==> src/rtl/rr_grant_scheduler.sv <==
// rtl/rr_grant_scheduler.sv - three-requester round-robin grant scheduler with hold limit
module rr_grant_scheduler #(
    parameter int HOLD_MAX = 8
) (
    input  logic       clk,
    input  logic       reset,
    input  logic [2:0] req,
    output logic [2:0] granted_req,
    output logic [1:0] grant_id,
    output logic       busy,
    output logic       preempt
);

    typedef enum logic [1:0] {
        IDLE  = 2'd0,
        ARB   = 2'd1,
        GRANT = 2'd2,
        GAP   = 2'd3
    } state_t;

    localparam logic [7:0] HOLD_LAST = 8'(HOLD_MAX - 1);

    state_t     r_state;
    state_t     w_next_state;
    logic [1:0] r_ptr;
    logic [1:0] r_owner;
    logic [7:0] r_hold_cnt;
    logic       r_preempt;

    logic [1:0] w_cand0;
    logic [1:0] w_cand1;
    logic [1:0] w_cand2;
    logic       w_found;
    logic [1:0] w_winner;
    logic [2:0] w_owner_oh;
    logic       w_owner_req;
    logic       w_others;
    logic       w_timeout;
    logic [1:0] w_owner_next;

    function automatic logic [2:0] onehot3(input logic [1:0] idx);
        logic [2:0] oh;
        oh = 3'b000;
        case (idx)
            2'd0:    oh = 3'b001;
            2'd1:    oh = 3'b010;
            2'd2:    oh = 3'b100;
            default: oh = 3'b000;
        endcase
        return oh;
    endfunction

    // Scan order ptr, ptr+1, ptr+2 (mod 3); the first requester found wins.
    always_comb begin
        w_cand0  = r_ptr;
        w_cand1  = (r_ptr == 2'd2) ? 2'd0 : r_ptr + 2'd1;
        w_cand2  = (r_ptr == 2'd0) ? 2'd2 : r_ptr - 2'd1;
        w_found  = 1'b1;
        w_winner = w_cand0;
        if (|(req & onehot3(w_cand0))) begin
            w_winner = w_cand0;
        end else if (|(req & onehot3(w_cand1))) begin
            w_winner = w_cand1;
        end else if (|(req & onehot3(w_cand2))) begin
            w_winner = w_cand2;
        end else begin
            w_found = 1'b0;
        end
    end

    // Owner status: still requesting, competitors waiting, hold limit reached.
    always_comb begin
        w_owner_oh   = onehot3(r_owner);
        w_owner_req  = |(req & w_owner_oh);
        w_others     = |(req & ~w_owner_oh);
        w_timeout    = w_owner_req && (r_hold_cnt == HOLD_LAST) && w_others;
        w_owner_next = (r_owner == 2'd2) ? 2'd0 : r_owner + 2'd1;
    end

    // State register.
    always_ff @(posedge clk or negedge reset) begin
        if (!reset) begin
            r_state <= IDLE;
        end else begin
            r_state <= w_next_state;
        end
    end

    // Next-state logic; release has priority over timeout.
    always_comb begin
        w_next_state = r_state;
        case (r_state)
            IDLE:    if (|req) w_next_state = ARB;
            ARB:     w_next_state = w_found ? GRANT : IDLE;
            GRANT:   if (!w_owner_req || w_timeout) w_next_state = GAP;
            GAP:     w_next_state = ARB;
            default: w_next_state = IDLE;
        endcase
    end

    // Owner latch, hold counter, pointer advance and preempt flag.
    always_ff @(posedge clk or negedge reset) begin
        if (!reset) begin
            r_ptr      <= 2'd0;
            r_owner    <= 2'd0;
            r_hold_cnt <= 8'd0;
            r_preempt  <= 1'b0;
        end else begin
            r_preempt <= 1'b0;
            case (r_state)
                ARB: begin
                    if (w_found) begin
                        r_owner    <= w_winner;
                        r_hold_cnt <= 8'd0;
                    end
                end
                GRANT: begin
                    if (!w_owner_req || w_timeout) begin
                        r_ptr     <= w_owner_next;
                        r_preempt <= w_owner_req;
                    end else if (r_hold_cnt != HOLD_LAST) begin
                        r_hold_cnt <= r_hold_cnt + 8'd1;
                    end
                end
                default: begin
                end
            endcase
        end
    end

    // Moore output decode from registered state.
    always_comb begin
        granted_req = 3'b000;
        grant_id    = 2'd3;
        busy        = (r_state != IDLE);
        preempt     = (r_state == GAP) && r_preempt;
        if (r_state == GRANT) begin
            granted_req = w_owner_oh;
            grant_id    = r_owner;
        end
    end

endmodule

==> config.mk <==
export PLATFORM = sky130hd
export DESIGN_NAME = rr_grant_scheduler
export DESIGN_NICKNAME = d
export VERILOG_FILES = /design/src/rtl/rr_grant_scheduler.sv
export SDC_FILE = /design/constraint.sdc
export NUM_CORES = 1
export LEC_CHECK = 0
export ABC_AREA = 1
export CAP_MARGIN = 20
export CORE_ASPECT_RATIO = 1.5
export CORE_UTILIZATION = 55
export CTS_BUF_LIST = sky130_fd_sc_hd__clkbuf_4
export DETAILED_ROUTE_END_ITERATION = 8
export PLACE_DENSITY = 0.8
export SLEW_MARGIN = 20
export SYNTH_ARGS = -nofsm -noshare
export SYNTH_HDL_FRONTEND = slang
export SYNTH_SLANG_ARGS = --single-unit
==> constraint.sdc <==
create_clock -name clk -period 2 [get_ports clk]
set_input_delay 0.2 -clock clk [delete_from_list [all_inputs] [get_ports clk]]
set_output_delay 0.2 -clock clk [all_outputs]
set_load 0.02 [all_outputs]
==> results of run 1 <==
-- final timing paths --
| check | end | slack [ns] | cells past startpoint |
|---|---|---|---|
| max in group asynchronous | r_hold_cnt[5]$_DFFE_PN0P_ | 1.26 | 1 |
| max | busy | 0.13 | 4 |
| min reg2reg | r_hold_cnt[1]$_DFFE_PN0P_ | 0.53 | 2 |
| max reg2reg | r_hold_cnt[6]$_DFFE_PN0P_ | 0.23 | 9 |
| min | r_hold_cnt[7]$_DFFE_PN0P_ | 0.30 | 1 |
| min in group clk | r_hold_cnt[1]$_DFFE_PN0P_ | 0.53 | 2 |
-- final cells by class --
type                    count  share of cell area [%]
inverters                  18                    4.83
multi-input cells         139                    55.4
flip-flops and latches     15                    26.8
well taps                  22                    1.97
clock buffers               3                    1.61
clock inverters             1                   0.358
repair buffers             13                    9.03
-- cell families (layout without fill, tap and decap cells) --
group | after synthesis | in the layout | synth area share [%]
fa+ha+maj | 12 | 12 | 12.3
compound gates | 15 | 15 | 7.25
simple gates | 112 | 112 | 43.7
flops | 15 | 15 | 30.6
buf+inv | 19 | 35 | 6.13
-- where the power goes --
group	switching (mW)	internal, mW	total [mW]
logic	0.675	0.382	1.06
clock network	0.106	0.0747	0.181
registers	0.0848	0.375	0.460
-- synth_stat cells --
library cell	count	area share (%)
a21oi_1	5	2.0
a21oi_4	1	1.3
buf_4	1	0.61
dfrtp_1	15	31
ha_1	12	12
inv_1	15	4.6
inv_2	3	0.92
nand2_1	62	19
nand2_2	2	1.0
nand2_4	3	2.8
nand2_8	1	1.6
nand3_1	17	6.9
nand3_2	2	1.6
nand3_4	1	1.4
nand3b_1	2	1.2
nand4_1	2	1.0
nor2_1	15	4.6
nor2_2	1	0.51
nor3_1	2	0.82
nor3b_1	1	0.61
o21ai_0	7	2.9
o21ai_1	1	0.41
o21bai_1	1	0.61
or2_2	1	0.51
-- per-layer routing --
metal,vias to the layer above,wire [µm],global-route usage [%]
met4,0,56,11.9
met3,5,65,3.35
met1,516,1070,26.6
met2,21,1360,49.7
met5,-,0,0
li1,584,-,-
-- worst max-delay path, delay by kind of cell, from the launching register on --
family	cells	cell delay, ns
buf+inv	3	0.72
flops	1	0.43
fa+ha+maj	1	0.21
-- repair_timing --
item | 4_1_cts | 5_1_grt
endpoints found under the setup margin | 3 | 2
resized for setup | 3 | 2
gates cloned | 0 | 0
buffers inserted | 0 | 0
-- per-stage QoR --
| stage | hold WS, ns | std cells | cell area, µm² | util (%) | setup slack [ns] |
|---|---|---|---|---|---|
| after floorplan | -0.0956 | 173 | 1220 | - | 0.453 |
| after global placement | 0.495 | 207 | 1370 | 66.8 | 0.264 |
| after detailed placement | 0.499 | 207 | 1370 | 66.8 | 0.245 |
| after CTS | 0.329 | 211 | 1390 | 67.9 | 0.0173 |
| after global routing | 0.362 | 211 | 1400 | 68.2 | 0.0125 |
| final | 0.302 | 211 | 1400 | 68.2 | 0.133 |
-- registers in the layout, summed over array words and instances (netlist names) --
register / count
r_ptr: 2
r_preempt: 1
r_hold_cnt: 8
r_state: 2
r_owner: 2
-- placed cells by master (no fill, tap or decap) --
cell type,Yosys,routed
o21bai_1,1,1
dlygate4sd2_1,0,3
buf_4,1,2
nand2_2,2,2
o21ai_1,1,1
nand3b_1,2,2
nand2_8,1,1
nor2_2,1,1
nand3_1,17,17
nand3_4,1,1
ha_1,12,12
inv_1,15,15
nand2_1,62,62
nor3_1,2,2
nand3_2,2,2
nand4_1,2,2
a21oi_4,1,1
clkinv_2,0,1
a21oi_1,5,5
clkbuf_4,0,3
o21ai_0,7,7
inv_2,3,3
dlymetal6s2s_1,0,2
clkdlybuf4s50_1,0,6
nor2_1,15,15
nand2_4,3,3
or2_2,1,1
dfrtp_1,15,15
nor3b_1,1,1
==> out/metrics.csv, run 1 <==
stage,metric,value,unit
outcome,status,"finished, final reports clean",
floorplan,fp.dieH,59.8,µm
power,power,1.70,mW
clock_network,cts_sinks,15,
power,vdd_drop_max,0.708,mV
logic_synthesis,ys_seq_area_share,30.6,%
sta,tns,0,ns
final_layout,fillerInstances,179,
sta,rsz0062_at_grt,false,
floorplan,ios,12,
flow_run,maxCapViolations,0,
critical_path,crit_chain,inv_1 > ha_1 > inv_1 > clkdlybuf4s50_1,
critical_path,end_kind,primary output,
clock_network,clk_pin_slew,0.09,ns
sta,slew_headroom,54.4,%
floorplan,start_util,59.7,%
floorplan,die_w,40.5,µm
sta,slew_viol_final,0,
clock_network,cts.path.max_buffers,2,
clock_network,cts_tree,yes,
clock_network,holdBufCountCts,0,
drt,drc,0,
sta,skew,0.00839,ns
drt,routed_wl,2.55,mm
sta,hold_viol,0,
final_layout,drive_above_1_share,11.1,%
critical_path,path_class,reg2out,
floorplan,die-area,0.00242,mm²
critical_path,crit_path_start_kind,register,
critical_path,crit_required,1.80,ns
logic_synthesis,ys_warn_count,0,
critical_path,crit_path_max_incr_delay,0.58,ns
grt,grt_pass1_wl,4.35,mm
drt,first_pass_iters,4,
min_path,hold_path_class,in2async,
grt,grt_max_degree,16,
sta,finalSetupViolCount,0,
sta,period_share,93.3,%
clock_network,cts_buffers,3,
final_layout,area_delta_synth_final,14.2,%
final_layout,seq_area,375,µm²
grt,grt_pass1_vias,1083,
logic_synthesis,syn_area,0.00122,mm²
logic_synthesis,synthCells,173,
critical_path,cp.arrival,1.67,ns
grt,antenna_found_initial,0,
grt,grt_usage,26.5,%
sta,tightest_slew,0.682,ns
drt,wl_per_cell,12.1,µm
clock_network,cts_htree_levels,1,
critical_path,path_common_cell,inv_1,
power,p_leak,0.721,nW
clock_network,clk_latency,0.30,ns
logic_synthesis,yosysUniqueCellTypes,24,
floorplan,fp.coreArea,0.00205,mm²
clock_network,cts-root-buf,clkbuf_4,
placement,dpl.hpwl,2.02,mm
sta,fmax,536,MHz
drt,ant_nets,0,
critical_path,worst_path_max_delay_cell,clkdlybuf4s50_1,
power,power.density,1210,mW/mm²
logic_synthesis,postSynthAreaPerCell,7.08,µm²
sta,period_needed,1.87,ns
placement,port_buffers,11,
logic_synthesis,synth_fp_nets,190,
logic_synthesis,synth_seq_cells,15,
drt,vias_per_cell,5.34,
final_layout,nets,207,
critical_path,reg2reg_from,r_state[0]$_DFFE_PN0P_,
floorplan,rows,20,
drt,drt_iter0_markers,19,
grt,gr-total-overflow,0,
final_layout,multiInputGateArea,774,µm²
critical_path,startpoint,r_state[0]$_DFFE_PN0P_,
placement,gp_congestion,0.789,
drt,num_vias,1126,
final_layout,antennaDiodeCount,0,
critical_path,worstPathMaxFanout,5,
Note: power is estimated with default switching activity, not from simulation.
==> run 2, diff against run 1 <==
GPL_TIMING_DRIVEN = 0   (was default)
==> run 2 against run 1 <==
  * Via count is 0.53% lower
  * Global-route usage decreased by 0.58 points
  * Wire length increased by 1.2%
  * Clock power grew 4%
  * Clock skew down 0.0070 ns
  * Flip-flop and latch count stayed put
  * Critical path type unchanged
  * Critical endpoint is now granted_req[2]
  * Largest power group unchanged
==> out/metrics.csv, run 2 (synthesis gave the netlist of run 1 again) <==
stage,metric,value,unit
outcome,status,"finished, final reports clean",
critical_path,reg2reg_slack,0.28,ns
grt,grt_max_degree,16,
sta,skew,0.00138,ns
sta,tns,0,ns
critical_path,r2r-end,r_hold_cnt[3]$_DFFE_PN0P_,
critical_path,path_buf_inv,4,
final_layout,nets,206,
grt,grt_pass1_vias,1085,
critical_path,worstPathMaxFanout,9,
clock_network,cts_sinks,15,
grt,grt_usage,25.9,%
placement,place_inst,206,
clock_network,cts_htree_levels,1,
critical_path,path_class,reg2out,
floorplan,die_w,40.5,µm
final_layout,fin_area,0.00139,mm²
sta,finalSetupViolCount,0,
sta,period_share,93.9,%
floorplan,die-area,0.00242,mm²
floorplan,fp.dieH,59.8,µm
critical_path,crit_path_max_incr_delay,0.44,ns
floorplan,ios,12,
drt,dr_wl_met3,54,µm
sta,rsz0062_at_grt,false,
final_layout,final_common_cell,nand2_1,
floorplan,fp.coreArea,0.00205,mm²
drt,num_vias,1120,
drt,routed_wl,2.58,mm
power,power_frac_comb,61.4,%
final_layout,fillerInstances,182,
placement,dpl.hpwl,2.04,mm
sta,worst_slack,0.122,ns
power,power.density,1220,mW/mm²
grt,gr-total-overflow,0,
drt,met2_length,1.43,mm
power,p_leak,0.708,nW
clock_network,clk_pin_slew,0.08,ns
grt,antenna_found_initial,0,
critical_path,startpoint,r_state[0]$_DFFE_PN0P_,
sta,tightest_slew,0.662,ns
drt,drt_iter0_markers,32,
drt,drc,0,
floorplan,rows,20,
drt,first_pass_iters,4,
final_layout,finalNonFillerCells,210,
flow_run,maxCapViolations,0,
final_layout,final_core_util,67.7,%
final_layout,final_cell_mix,"62 x nand2_1, 17 x nand3_1, 15 x inv_1, 15 x nor2_1, 14 x dfrtp_1",
critical_path,crit_family,buffers and inverters,
critical_path,crit_path_start_kind,register,
power,p_clk_share,11.1,%
final_layout,multiInputGateArea,774,µm²
clock_network,cts-root-buf,clkbuf_4,
sta,period_needed,1.88,ns
placement,port_buffers,11,
power,p_seq_share,27.4,%
clock_network,cts_tree,yes,
power,p_int,0.837,mW
clock_network,cts.path.max_buffers,2,
min_path,hold_path_class,in2async,
power,p_sw,0.853,mW
sta,worst_hold_slack,0.308,ns
clock_network,cts_buffers,3,
placement,placed_area,0.00136,mm²
sta,hold_viol,0,
placement,gp_congestion,0.762,
final_layout,drive_above_1_share,11.2,%
final_layout,largest_reg_flops,8,
drt,vias_per_cell,5.33,
final_layout,antennaDiodeCount,0,
power,vdd_drop_max,0.612,mV
critical_path,worst_path_max_delay_cell,dfrtp_2,
sta,slew_viol_final,0,
power,power,1.69,mW
drt,wl_per_cell,12.3,µm
critical_path,crit_required,1.80,ns
final_layout,largest_register,r_hold_cnt,
drt,ant_nets,0,
final_layout,seq_area,377,µm²
final_layout,area_delta_synth_final,13.4,%
critical_path,cp.arrival,1.68,ns
floorplan,start_util,59.7,%
grt,grt_pass1_wl,4.31,mm
critical_path,reg2reg_from,r_state[0]$_DFFE_PN0P_,
placement,post-place-ws,0.126,ns
power,switching_share,50.5,%
clock_network,clk_latency,0.29,ns
clock_network,cts_setup_buffers,0,
drt,wl_met1,1.04,mm
critical_path,end_kind,primary output,
critical_path,r2r.worst_path.cells,9,
drt,routed.top_layer,met4,
sta,slew_headroom,55.7,%
sta,fmax,533,MHz
critical_path,crit_chain,inv_1 > ha_1 > buf_4 > inv_2 > nor2_1 > dlygate4sd2_1,
==> run 2: cell types whose count changed in the layout (fill, tap and decap cells not counted), sizes merged <==
cell / previous run / this run
dlymetal6s2s: 2 / 0
buf: 2 / 1
clkbuf: 3 / 4
clkdlybuf4s15: 0 / 1
clkinv: 1 / 0
dlygate4sd2: 3 / 4
==> run 2: layout make-up <==
cell class / count / area share (%)
sequential: 15 / 27.1
multi-input combinational: 139 / 55.8
clock buffer: 4 / 2.16
tap: 22 / 1.98
buffer: 1 / 0.541
inverter: 18 / 4.86
timing repair buffer: 11 / 7.57
==> run 2: what timing repair did <==
item	in CTS	in global routing
pin swaps	0	0
cloned	0	0
endpoints found under the setup margin	5	2
hold buffers	0	0
resized for setup	5	2
==> run 2: worst max path at each step <==
stage,end,slack [ns],depth (start not counted)
after global placement,granted_req[1],0.16,6
after global routing,granted_req[2],0.008,6
after detailed placement,granted_req[1],0.13,6
after floorplan,r_hold_cnt[6]$_DFFE_PN0P_,0.45,9
after CTS,granted_req[1],0.07,6
final,granted_req[2],0.12,6
==> run 2: per-layer routing <==
layer  up-vias  GRT usage, %
met5         -             0
met4         0          12.9
met3         5          1.12
met2        15          49.7
met1       514          25.7
li1        586             -
==> run 2: power by group through the flow <==
stage	Combinational [mW]	Clock [mW]	Sequential, mW
finish	1.04	0.188	0.464
global route	1.19	0.199	0.477
CTS	1.05	0.194	0.460
detailed placement	1.06	0	0.466
global placement	1.01	0	0.459
floorplan	0.815	0	0.447
==> run 2: worst reg2reg max path: stages (launching register included) <==
cell and delay, ns:
dfrtp_2 0.44, inv_1 0.09, ha_1 0.14, buf_4 0.17, inv_2 0.11, or2_2 0.34, nand2_8 0.12, nand2_4 0.09
nand2_1 0.07, nand2_1 0.06
